[src/rtl/road_scroll_ctrl_if.sv]
// Control/status bundle between game logic, display timing and road_scroll_ctrl.
// Handshake: frame_start is a one-cycle strobe with no ready; the controller
// never back-pressures. step_pulse is a one-cycle strobe marking a new scroll_offset.
interface road_scroll_ctrl_if;
    logic [1:0]  level;
    logic        run;
    logic        crash;
    logic        frame_start;
    logic [9:0]  scroll_offset;
    logic        step_pulse;
    logic [15:0] distance;
    logic [1:0]  state;

    modport master (
        output level, run, crash, frame_start,
        input  scroll_offset, step_pulse, distance, state
    );

    modport slave (
        input  level, run, crash, frame_start,
        output scroll_offset, step_pulse, distance, state
    );
endinterface

[src/rtl/road_scroll_ctrl.sv]
// Scrolling-road sequencer: level-driven scroll rate, frame-synchronous lane-dash
// offset update, IDLE/RUN/FREEZE state machine and a saturating distance odometer.
module road_scroll_ctrl #(
    parameter int DIV_COUNT   = 199999,
    parameter int STEP        = 8,
    parameter int LINE_PERIOD = 96
) (
    input  logic               clk,
    input  logic               reset_n,
    road_scroll_ctrl_if.slave  bus
);

    typedef enum logic [1:0] {
        IDLE   = 2'd0,
        RUN    = 2'd1,
        FREEZE = 2'd2
    } state_t;

    localparam int DIV_W = (DIV_COUNT > 0) ? $clog2(DIV_COUNT + 1) : 1;

    state_t             state_q;
    logic [DIV_W-1:0]   base_cnt;
    logic [2:0]         sub_cnt;
    logic [2:0]         speed_q;
    logic               pending_q;
    logic [9:0]         offset_q;
    logic               pulse_q;
    logic [15:0]        dist_q;

    logic               stay_run;
    logic               base_tc;
    logic               tick;
    logic               apply;
    logic [10:0]        offset_sum;
    logic [9:0]         offset_wrap;

    function automatic logic [2:0] speed_of(input logic [1:0] lvl);
        return 3'd6 - {1'b0, lvl};
    endfunction

    // Counting and stepping happen only in cycles that remain in RUN, so a
    // frame_start coinciding with a RUN exit is dropped.
    assign stay_run    = (state_q == RUN) && bus.run && !bus.crash;
    assign base_tc     = (base_cnt == DIV_W'(DIV_COUNT));
    assign tick        = stay_run && base_tc && (sub_cnt == speed_q);
    assign apply       = stay_run && bus.frame_start && (pending_q || tick);
    assign offset_sum  = {1'b0, offset_q} + 11'(STEP);
    assign offset_wrap = 10'((offset_sum >= 11'(LINE_PERIOD)) ? offset_sum - 11'(LINE_PERIOD)
                                                               : offset_sum);

    always_ff @(posedge clk or negedge reset_n) begin
        if (!reset_n) begin
            state_q   <= IDLE;
            base_cnt  <= '0;
            sub_cnt   <= '0;
            speed_q   <= 3'd6;
            pending_q <= 1'b0;
            offset_q  <= '0;
            pulse_q   <= 1'b0;
            dist_q    <= '0;
        end else begin
            case (state_q)
                IDLE: begin
                    base_cnt  <= '0;
                    sub_cnt   <= '0;
                    pending_q <= 1'b0;
                    speed_q   <= speed_of(bus.level);
                    pulse_q   <= 1'b0;
                    if (bus.run) begin
                        state_q <= RUN;
                        dist_q  <= '0;
                    end
                end
                RUN: begin
                    pulse_q <= apply;
                    if (stay_run) begin
                        if (base_tc) begin
                            base_cnt <= '0;
                            // Speed is re-sampled only at a tick, so a period in progress
                            // always completes at the rate it started with.
                            if (sub_cnt == speed_q) begin
                                sub_cnt <= '0;
                                speed_q <= speed_of(bus.level);
                            end else begin
                                sub_cnt <= sub_cnt + 3'd1;
                            end
                        end else begin
                            base_cnt <= base_cnt + DIV_W'(1);
                        end
                    end
                    if (apply) begin
                        pending_q <= 1'b0;
                        offset_q  <= offset_wrap;
                        if (dist_q != 16'hFFFF) begin
                            dist_q <= dist_q + 16'd1;
                        end
                    end else if (tick) begin
                        pending_q <= 1'b1;
                    end
                    if (!bus.run) begin
                        state_q <= IDLE;
                    end else if (bus.crash) begin
                        state_q <= FREEZE;
                    end
                end
                FREEZE: begin
                    pulse_q <= 1'b0;
                    if (!bus.run) begin
                        state_q <= IDLE;
                    end
                end
                default: begin
                    state_q <= IDLE;
                    pulse_q <= 1'b0;
                end
            endcase
        end
    end

    assign bus.scroll_offset = offset_q;
    assign bus.step_pulse    = pulse_q;
    assign bus.distance      = dist_q;
    assign bus.state         = state_q;

endmodule

[src/flat_wrapper.sv]
// flat-port wrapper written by rule: the top's interface ports become plain ports
module road_scroll_ctrl_flat 
#(
    parameter int DIV_COUNT   = 199999,
    parameter int STEP        = 8,
    parameter int LINE_PERIOD = 96
)
  (clk, reset_n, bus_level, bus_run, bus_crash, bus_frame_start, bus_scroll_offset, bus_step_pulse, bus_distance, bus_state);
  road_scroll_ctrl_if bus_i ();
  input  logic clk;
  input  logic reset_n;
  input wire logic [$bits(bus_i.level)-1:0] bus_level;
  input wire logic [$bits(bus_i.run)-1:0] bus_run;
  input wire logic [$bits(bus_i.crash)-1:0] bus_crash;
  input wire logic [$bits(bus_i.frame_start)-1:0] bus_frame_start;
  output wire logic [$bits(bus_i.scroll_offset)-1:0] bus_scroll_offset;
  output wire logic [$bits(bus_i.step_pulse)-1:0] bus_step_pulse;
  output wire logic [$bits(bus_i.distance)-1:0] bus_distance;
  output wire logic [$bits(bus_i.state)-1:0] bus_state;
  assign bus_i.level = bus_level;
  assign bus_i.run = bus_run;
  assign bus_i.crash = bus_crash;
  assign bus_i.frame_start = bus_frame_start;
  assign bus_scroll_offset = bus_i.scroll_offset;
  assign bus_step_pulse = bus_i.step_pulse;
  assign bus_distance = bus_i.distance;
  assign bus_state = bus_i.state;
  road_scroll_ctrl #(.DIV_COUNT(DIV_COUNT), .STEP(STEP), .LINE_PERIOD(LINE_PERIOD)) u_core (.clk(clk), .reset_n(reset_n), .bus(bus_i));
endmodule
[config.mk]
export PLATFORM = sky130hd
export DESIGN_NAME = road_scroll_ctrl_flat
export DESIGN_NICKNAME = d
export VERILOG_FILES = /design/src/rtl/road_scroll_ctrl_if.sv /design/src/rtl/road_scroll_ctrl.sv /design/src/flat_wrapper.sv
export SDC_FILE = /design/constraint.sdc
export NUM_CORES = 1
export LEC_CHECK = 0
export ABC_AREA = 1
export CORE_UTILIZATION = 51
export DETAILED_ROUTE_END_ITERATION = 8
export PLACE_DENSITY_LB_ADDON = 0.25
export SLEW_MARGIN = 10
export SYNTH_ARGS = -nofsm -noshare
export SYNTH_HDL_FRONTEND = slang
export SYNTH_SLANG_ARGS = --single-unit
[constraint.sdc]
create_clock -name clk -period 1.8 [get_ports clk]
set_input_delay 0.18 -clock clk [delete_from_list [all_inputs] [get_ports clk]]
set_output_delay 0.18 -clock clk [all_outputs]
set_load 0.02 [all_outputs]
Word level (Yosys, flattened, before mapping) --
Index checks and enable logic that the tools add are counted.
Cells by class: muxes and demuxes 25, eq/ne operators 14, magnitude comparators 1, reduce and logical (&&, ||, !) cells 17, $add $sub $neg 6
Operators by type and width (count):
- $mux W16 | 3
- $mux W18 | 2
- $pmux W18 S2 | 1
- $pmux W16 S2 | 1
- $add A18 B1 Y18 const B | 1
- $eq A18 B18 Y1 const B | 1
- $mux W3 | 6
- $add A16 B1 Y16 const B | 1
- $ne A16 B16 Y1 const B | 1
- $pmux W3 S2 | 2
- $add A10 B4 Y11 const B | 1
- $ge A11 B7 Y1 const B | 1
- $mux W10 | 1
- $sub A10 B7 Y10 const B | 1
- $mux W2 | 4
- $ne A2 B2 Y1 const B | 4
- $reduce_and A4 Y1 | 2
- $logic_and A1 B1 Y1 | 6
- $ne A2 B1 Y1 const B | 3
- $pmux W2 S3 | 1
- $reduce_and A2 Y1 | 3
- $reduce_and A3 Y1 | 2
- $add A3 B1 Y3 const B | 1
- $eq A3 B3 Y1 | 1
- 11 further kinds | 13
Storage, ports and cells: word-level logic and storage cells 71, flip-flop bits (word level) 54, output and inout port bits 29, input port bits 7

Depth between registers and ports, before layout --
word-level depth 9, mapped depth 13, mapped depth without buffers 12

Worst setup path before layout --
Ideal clock, no wire load.
path type register to register, start reg u_core.dist_q[0] (netlist: u_core.bus.distance[0]), end reg u_core.dist_q[4] (netlist: u_core.bus.distance[4]), arrival time 1733 ps, library setup time 118 ps, clock period less this slack 1851 ps, buffers on the path 1, data required time 1682 ps, stages on the path, launching flop included 12, path slack -51 ps, cell sequence dfrtp_1 ha_1 nand2_1 nor2_4 nand2_1 nor3_2 nand4_1 nand2_1 inv_2 buf_2 nand3_1 nand2_1
Between the ends: cells in the longest elaborated chain, start to end 4, elaborated cells on any way between the ends 7, classes of those cells add/sub: 1; eq/ne: 2; mux: 3; reduce/logical: 1
Ends and longest elaborated chain:
- from (decl) | line road_scroll_ctrl.sv:28 | logic [15:0] dist_q;
- from (signal assigned) | line road_scroll_ctrl.sv:95 | dist_q <= dist_q + 16'd1;
- $add A16 B1 Y16 | line road_scroll_ctrl.sv:95
- $mux W16 | line road_scroll_ctrl.sv:94 | if (dist_q != 16'hFFFF) begin
- $mux W16 | line road_scroll_ctrl.sv:91 | if (apply) begin
- $pmux W16 S2 | line road_scroll_ctrl.sv:62 | case (state_q)
Parallel ways exist; a longest one is shown, timed or not. The select of a mux whose other input is x is not followed. A chain may end at the register's enable or synchronous reset.

Worst setup path in the final report --
start reg u_core.offset_q[3] (netlist: u_core.bus.scroll_offset[3]), end reg u_core.offset_q[9] (netlist: u_core.bus.scroll_offset[9])
Between the ends: cells in the longest elaborated chain, start to end 3, elaborated cells on any way between the ends 4, classes of those cells add/sub: 2; order compare: 1; mux: 1
Ends and longest elaborated chain:
- from (decl) | line road_scroll_ctrl.sv:26 | logic [9:0] offset_q;
- from (signal assigned) | line road_scroll_ctrl.sv:93 | offset_q <= offset_wrap;
- $add A10 B4 Y11 (*) | line road_scroll_ctrl.sv:47 | assign offset_sum = {1'b0, offset_q} + 11'(STEP);
- $sub A10 B7 Y10 / $ge A11 B7 Y1 (equally long branches) | line road_scroll_ctrl.sv:48 | assign offset_wrap = 10'((offset_sum >= 11'(LINE_PERIOD)) ? offset_sum - 11'(LINE_PERIOD)
- $mux W10 (*) | line road_scroll_ctrl.sv:48
Every way passes the cells marked *; elsewhere a longest branch is shown, timed or not.

==> results_dict.tcl <==
set metrics [dict create \
    crit_buf_inv 3 \
    cts_buffers 5 \
    cts.sinks 51 \
    layout_commonest_cell "nand2_1" \
    nets 508 \
    drive_above_1_share 0.226 \
    std_cell_rows 27 \
    fmax_ghz 0.553 \
    crit_family "simple AND/OR/NAND/NOR gates" \
    finalCritPeriodShare 1.00 \
    dp.final_hpwl_um 5190 \
    ys_top_cells_by_area "dfrtp_1 40%, nand2_1 14%, nand3_1 6.2%" \
    num_antenna_cells 0 \
    wl_per_cell_um 14.3 \
    fp.dieW_um 79.7 \
    rsz0062_at_grt "yes" \
    crit_start "u_core.bus.scroll_offset[3]" \
    crit_chain "nand3_4 > xor2_2 > inv_1 > ha_2 > inv_2 > and2_4 > nand4_1 > inv_2 > nor2_2 > nand2_1 > nand2_1" \
    min_path_type "primary input to asynchronous set/reset pin" \
    r2r_start "u_core.bus.scroll_offset[3]" \
    antenna_left 0 \
    setup_tns_ns -0.00892 \
    dp.cells 543 \
    io-pin-count 36 \
    clkLatencyLatePin_ns 0.32 \
    antenna_found_initial 0 \
    worstPathRequired_ns 2.01 \
    setup_viol 1 \
    initial_utilization 0.545 \
    ys_warn_count 0 \
    core-area_um2 5640 \
    cp-end-kind "register" \
    place_congestion 0.852 \
    synth_top_area_frac 0.399 \
    fin_crit_ns 1.81 \
    ys_seq_elements 51 \
    dp_worst_setup_slack_ns -0.0565 \
    clockBufferDepth 2 \
    portBuffers 32 \
    finalHoldViolations 0 \
    total_power_mw 2.56 \
    drtIter0Drc 291 \
    synth_top_cell_by_area "dfrtp_1" \
    grt_max_degree 23 \
    cts-htree-levels 2 \
    drv_slew 0 \
    wirelength_um 8100 \
    vias 3106 \
    root_buffer "clkbuf_8" \
    finClkSkew_ns 0.0121 \
    tritoncts "built" \
    dr.pass1.iters 4 \
    instances_no_fill 567 \
    vias_per_cell 5.48 \
    die_y_um 79.7 \
    globalRouteOverflowTotal 0 \
    syn2layout_area_growth_pct 34.1 \
    mostFrequentLayoutCells "103 x nand2_1, 45 x dfrtp_1, 44 x nor2_1" \
    synth-main-ff-cell "dfrtp_1" \
    ir_worst_vdd_mv 0.410 \
    drc 0 \
    ys_types 35 \
    syn_inst 418 \
    power.density_nw_per_um2 620 \
    grt_pass1_vias 2817 \
    ys_seq_area_frac 0.416 \
    power.leakage_nw 1.90 \
    violations "negative setup slack" \
    avgSynthCellArea_um2 7.36 \
    cp-start-kind "register" \
    clkTransAtPathRegs_ns 0.11 \
    status "complete, but fails checks" \
    grt_usage 0.247 \
    worst_slack_ns -0.00892 \
    async_flop_share 1.00 \
    fin_util 0.731 \
    worst_ep_arrival_time_ns 2.02 \
    netlist_area_um2 3080 \
    crit_path_top_delay_cell "dfrtp_2" \
    grt_pass1_wl_um 12400 \
    crit_type "register to register" \
    synth_edf_count 0 \
    cap_violations 0 \
    crit_path_max_incr_delay_ns 0.47 \
    die_area_um2 6340 \
    path_max_fanout 3 \
]
cell usage after synthesis (4+ instances only):
library cell	instances
o21ai_0	19
nor3_1	13
o21a_1	5
dfrtp_1	49
a21oi_1	17
inv_1	41
nand3_1	38
nand2_1	117
buf_4	4
nor2_1	50
xnor2_1	5
xor2_1	11
ha_1	7
nand4_1	7
registers in the layout, indices dropped and copies added (netlist names):
register,flops
u_core.speed_q,3
u_core.bus.distance,16
u_core.bus.scroll_offset,7
u_core.base_cnt,18
u_core.bus.step_pulse,1
u_core.sub_cnt,3
u_core.bus.state,2
u_core.pending_q,1
layer usage:
layer	up-vias	global-route usage	share of wire
met3	11	0.0469	0.061
met4	0	0.0764	0.013
met2	119	0.411	0.49
met5	-	0	0
met1	1482	0.323	0.43
li1	1494	-	-
logic make-up after synthesis:
group	share of synthesized area
buffers and inverters	0.0777
and+or+nand+nor	0.344
xor gates and xnor gates	0.0456
other	0.00122
adders and majority gates	0.0285
AOI/OAI and AO/OA	0.0875
DFF	0.416
what timing repair did:
| action | 4_1_cts | 5_1_grt |
|---|---|---|
| endpoints found under the setup margin | 20 | 33 |
| hold buffers | 1 | 0 |
| resized for setup | 8 | 50 |
| endpoints found under the hold margin | 14 | 0 |
| pin swaps | 0 | 12 |
| buffers inserted | 0 | 11 |
| cloned | 0 | 4 |
stage by stage:
stage | cell area, um2 | hold slack (ns)
floorplan | 3090 | -0.116
global placement | 3650 | 0.136
detailed placement | 3650 | 0.123
CTS | 3790 | 0.316
global route | 4120 | 0.330
finish | 4120 | 0.298
worst paths after layout:
| kind | endpoint | slack, ns | cells past startpoint |
|---|---|---|---|
| max reg2reg | u_core.bus.scroll_offset[9] | -0.009 | 11 |
| min reg2reg | u_core.bus.distance[7] | 0.53 | 2 |
| max in group asynchronous | u_core.bus.distance[0] | 0.84 | 3 |
| min | u_core.sub_cnt[1] | 0.30 | 2 |
| max | u_core.bus.scroll_offset[9] | -0.009 | 11 |
| min in group clk | u_core.speed_q[0] | 0.43 | 3 |
layout make-up:
cell class / instances / area, um2
fillers: 417 / 1520
multi-input cells: 315 / 1790
clock buffers: 5 / 68.8
clock inverters: 3 / 23.8
flip-flops and latches: 51 / 1280
repair buffers: 74 / 663
repair inverters: 2 / 17.5
well taps: 72 / 90.1
inverters: 45 / 184
where the power goes:
| group | switching [mW] | internal, mW | leakage (nW) |
|---|---|---|---|
| logic | 0.371 | 0.239 | 1.17 |
| registers | 0.0493 | 1.20 | 0.692 |
| clock network | 0.418 | 0.279 | 0.0408 |
worst register-to-register path, cell delays in order, from the launching register on:
cell and delay, ns:
dfrtp_2 0.47, nand3_4 0.11, xor2_2 0.19, inv_1 0.08, ha_2 0.19, inv_2 0.06, and2_4 0.13, nand4_1 0.18
inv_2 0.13, nor2_2 0.05, nand2_1 0.06, nand2_1 0.06
(Power assumes the default switching activity.)
==> variant: new RTL, same flow settings <==
`DIV_COUNT` is set to 199999 in 2 places; all go to 399998.
--- a/src/rtl/road_scroll_ctrl.sv
+++ b/src/rtl/road_scroll_ctrl.sv
@@ -1,7 +1,7 @@
 // Scrolling-road sequencer: level-driven scroll rate, frame-synchronous lane-dash
 // offset update, IDLE/RUN/FREEZE state machine and a saturating distance odometer.
 module road_scroll_ctrl #(
-    parameter int DIV_COUNT   = 199999,
+    parameter int DIV_COUNT   = 399998,
     parameter int STEP        = 8,
     parameter int LINE_PERIOD = 96
 ) (
--- a/src/flat_wrapper.sv
+++ b/src/flat_wrapper.sv
@@ -1,7 +1,7 @@
 // flat-port wrapper written by rule: the top's interface ports become plain ports
 module road_scroll_ctrl_flat 
 #(
-    parameter int DIV_COUNT   = 199999,
+    parameter int DIV_COUNT   = 399998,
     parameter int STEP        = 8,
     parameter int LINE_PERIOD = 96
 )
Function: same outputs for any inputs over 10 cycles, from zero or initial values and one cycle with reset_n low; that may be too few to reach the edited logic, so the function may still have changed.
==> variant against the original RTL <==
The flow still finishes with violations (setup timing). Worst setup slack worse by 0.0011 ns. First-iteration DRC count is 46% lower. Sequential share of layout area fell by 1.2 points. Via count is 5.1% higher. Routed wire length up 8.0%. Cell area increased by 6.1%. Synthesized cell count grew 6.2%. Sequential cell count up 1. Area after synthesis increased by 6.4%. Power grew 12%.
==> variant: results (changes against the original RTL) <==
| Metric | Value |
|---|---|
| Run status | `finished with violations` |
| Violated checks | `setup timing` |
| Post-placement worst setup slack | `-0.05874 ns (-0.002229 ns)` |
| Clock skew | `0.01192 ns (-0.0001382 ns)` |
| Area fraction in compound gates after synthesis | `8.830% (+0.083 points)` |
| Master of the slowest instance on the critical path | `sky130_fd_sc_hd__dfrtp_1` |
| Average wire length per cell after detail routing | `14.65 microns (+2.5%)` |
| Commonest cells in the synthesized netlist | `111 x sky130_fd_sc_hd__nand2_1, 51 x sky130_fd_sc_hd__inv_1, 51 x sky130_fd_sc_hd__nor2_1, 50 x sky130_fd_sc_hd__dfrtp_1, 41 x sky130_fd_sc_hd__nand3_1` |
| Filler cell count in the final layout | `470 (+13%)` |
| Xor/xnor cell area share of the yosys netlist | `4.281% (-0.28 points)` |
| Number of setup violations in the final report | `4 (+3)` |
| IR Drop Worst-Case VDD | `0.0005086 V (+24%)` |
| Fraction of layout instances using a drive strength above 1 | `24.71% (+2.1 points)` |
| Top cells by area in the synthesized netlist | `sky130_fd_sc_hd__dfrtp_1 38%, sky130_fd_sc_hd__nand2_1 13%, sky130_fd_sc_hd__nand3_1 6.3%` |
| Final setup slack of the worst path | `-0.01002 ns (-0.001095 ns)` |
| Via count of the first global-routing pass | `2787 (-1.1%)` |
| Count of distinct cell types in the synthesized netlist | `41 (+17%)` |
| Half-perimeter wire length after placement | `5.619 mm (+8.3%)` |
| Global-route wire length before repair | `12.93 mm (+4.6%)` |
| Layout Nets | `536 (+5.5%)` |
| Leakage | `0.002007 uW (+5.6%)` |
| Maximum fanout count along the critical path | `8 (+5)` |
| Iteration-0 DRC count of the detailed router | `158 (-46%)` |
| CP arrival | `2.07 ns (+0.05 ns)` |
| Share of synthesized cell area in full adder, half adder and majority cells | `3.058% (+0.21 points)` |
| Number of detailed-routing iterations run before antenna repair | `5 (+1)` |
| Post-Route M1 WL | `3.784 mm (+7.4%)` |
| Total track usage | `25.45% (+0.76 points)` |
| Met2 routed wirelength | `4.179 mm (+5.0%)` |
variant: cell types whose count changed after synthesis, moves of 4 or more:
cell                      change
sky130_fd_sc_hd__inv_1       +10
sky130_fd_sc_hd__nand2_1      -6
sky130_fd_sc_hd__nand2_2      +9
sky130_fd_sc_hd__nor2_2       +4
sky130_fd_sc_hd__o21a_1       -5
variant: stage by stage:
step | setup TNS [ns] | power [uW] | hold slack, ns | instances | utilization, %
global placement | 0 | 1841 | 0.1894 | 575 | 63.96
CTS | -0.006733 | 2757 | 0.3941 | 585 | 66.76
finish | -0.02006 | 2877 | 0.3682 | 597 | 72.17
global route | -1.806 | 3001 | 0.4401 | 597 | 72.17
detailed placement | -0.1231 | 1861 | 0.1938 | 575 | 63.96
floorplan | 0 | 1647 | -0.1156 | 446 | -
variant: cell families after synthesis:
kind of cell | count (synthesis)
AOI/OAI and AO/OA | 51
xor gates and xnor gates | 16
adders and majority gates | 8
buffers and inverters | 66
DFF | 52
other | 1
and+or+nand+nor | 250
variant: layer usage:
metal / GRT usage (%) / up-vias
met4: 12.28 / 0
li1: - / 1567
met2: 40.25 / 118
met5: 0 / -
met3: 4.286 / 25
met1: 33.80 / 1555
variant: area by class of cell:
type | instances | area (sq um) | area share, %
Inverter | 56 | 212.7 | 4.863
Sequential cell | 52 | 1309 | 29.92
Tap cell | 75 | 93.84 | 2.145
Clock buffer | 7 | 96.34 | 2.203
Clock inverter | 1 | 30.03 | 0.6865
Multi-Input combinational cell | 329 | 1914 | 43.76
Timing Repair Buffer | 77 | 718.2 | 16.42
variant: what timing repair did:
action	4_1_cts	5_1_grt
hold buffers	1	0
resized for setup	5	45
endpoints found under the hold margin	20	0
buffers inserted	1	9
pin swaps	0	26
endpoints found under the setup margin	9	42
cloned	0	3
variant: power breakdown:
group | switching [uW] | internal (uW)
logic | 412 | 270
registers | 57.1 | 1240
clock network | 407 | 491
total | 876 | 2000
variant: worst paths after layout:
kind                                         start                          end  slack, ns  cells after the start
worst max-delay path            u_core.base_cnt[0]      u_core.bus.distance[11]      -0.01                     13
worst min-delay path                       reset_n  u_core.bus.scroll_offset[4]       0.37                      2
worst max register to register  u_core.base_cnt[0]      u_core.bus.distance[11]      -0.01                     13
worst min register to register   u_core.speed_q[1]            u_core.speed_q[1]       0.52                      2
max in group asynchronous                  reset_n       u_core.bus.distance[0]       0.87                      3
min in group clk                         bus_crash          u_core.bus.state[1]       0.46                      3
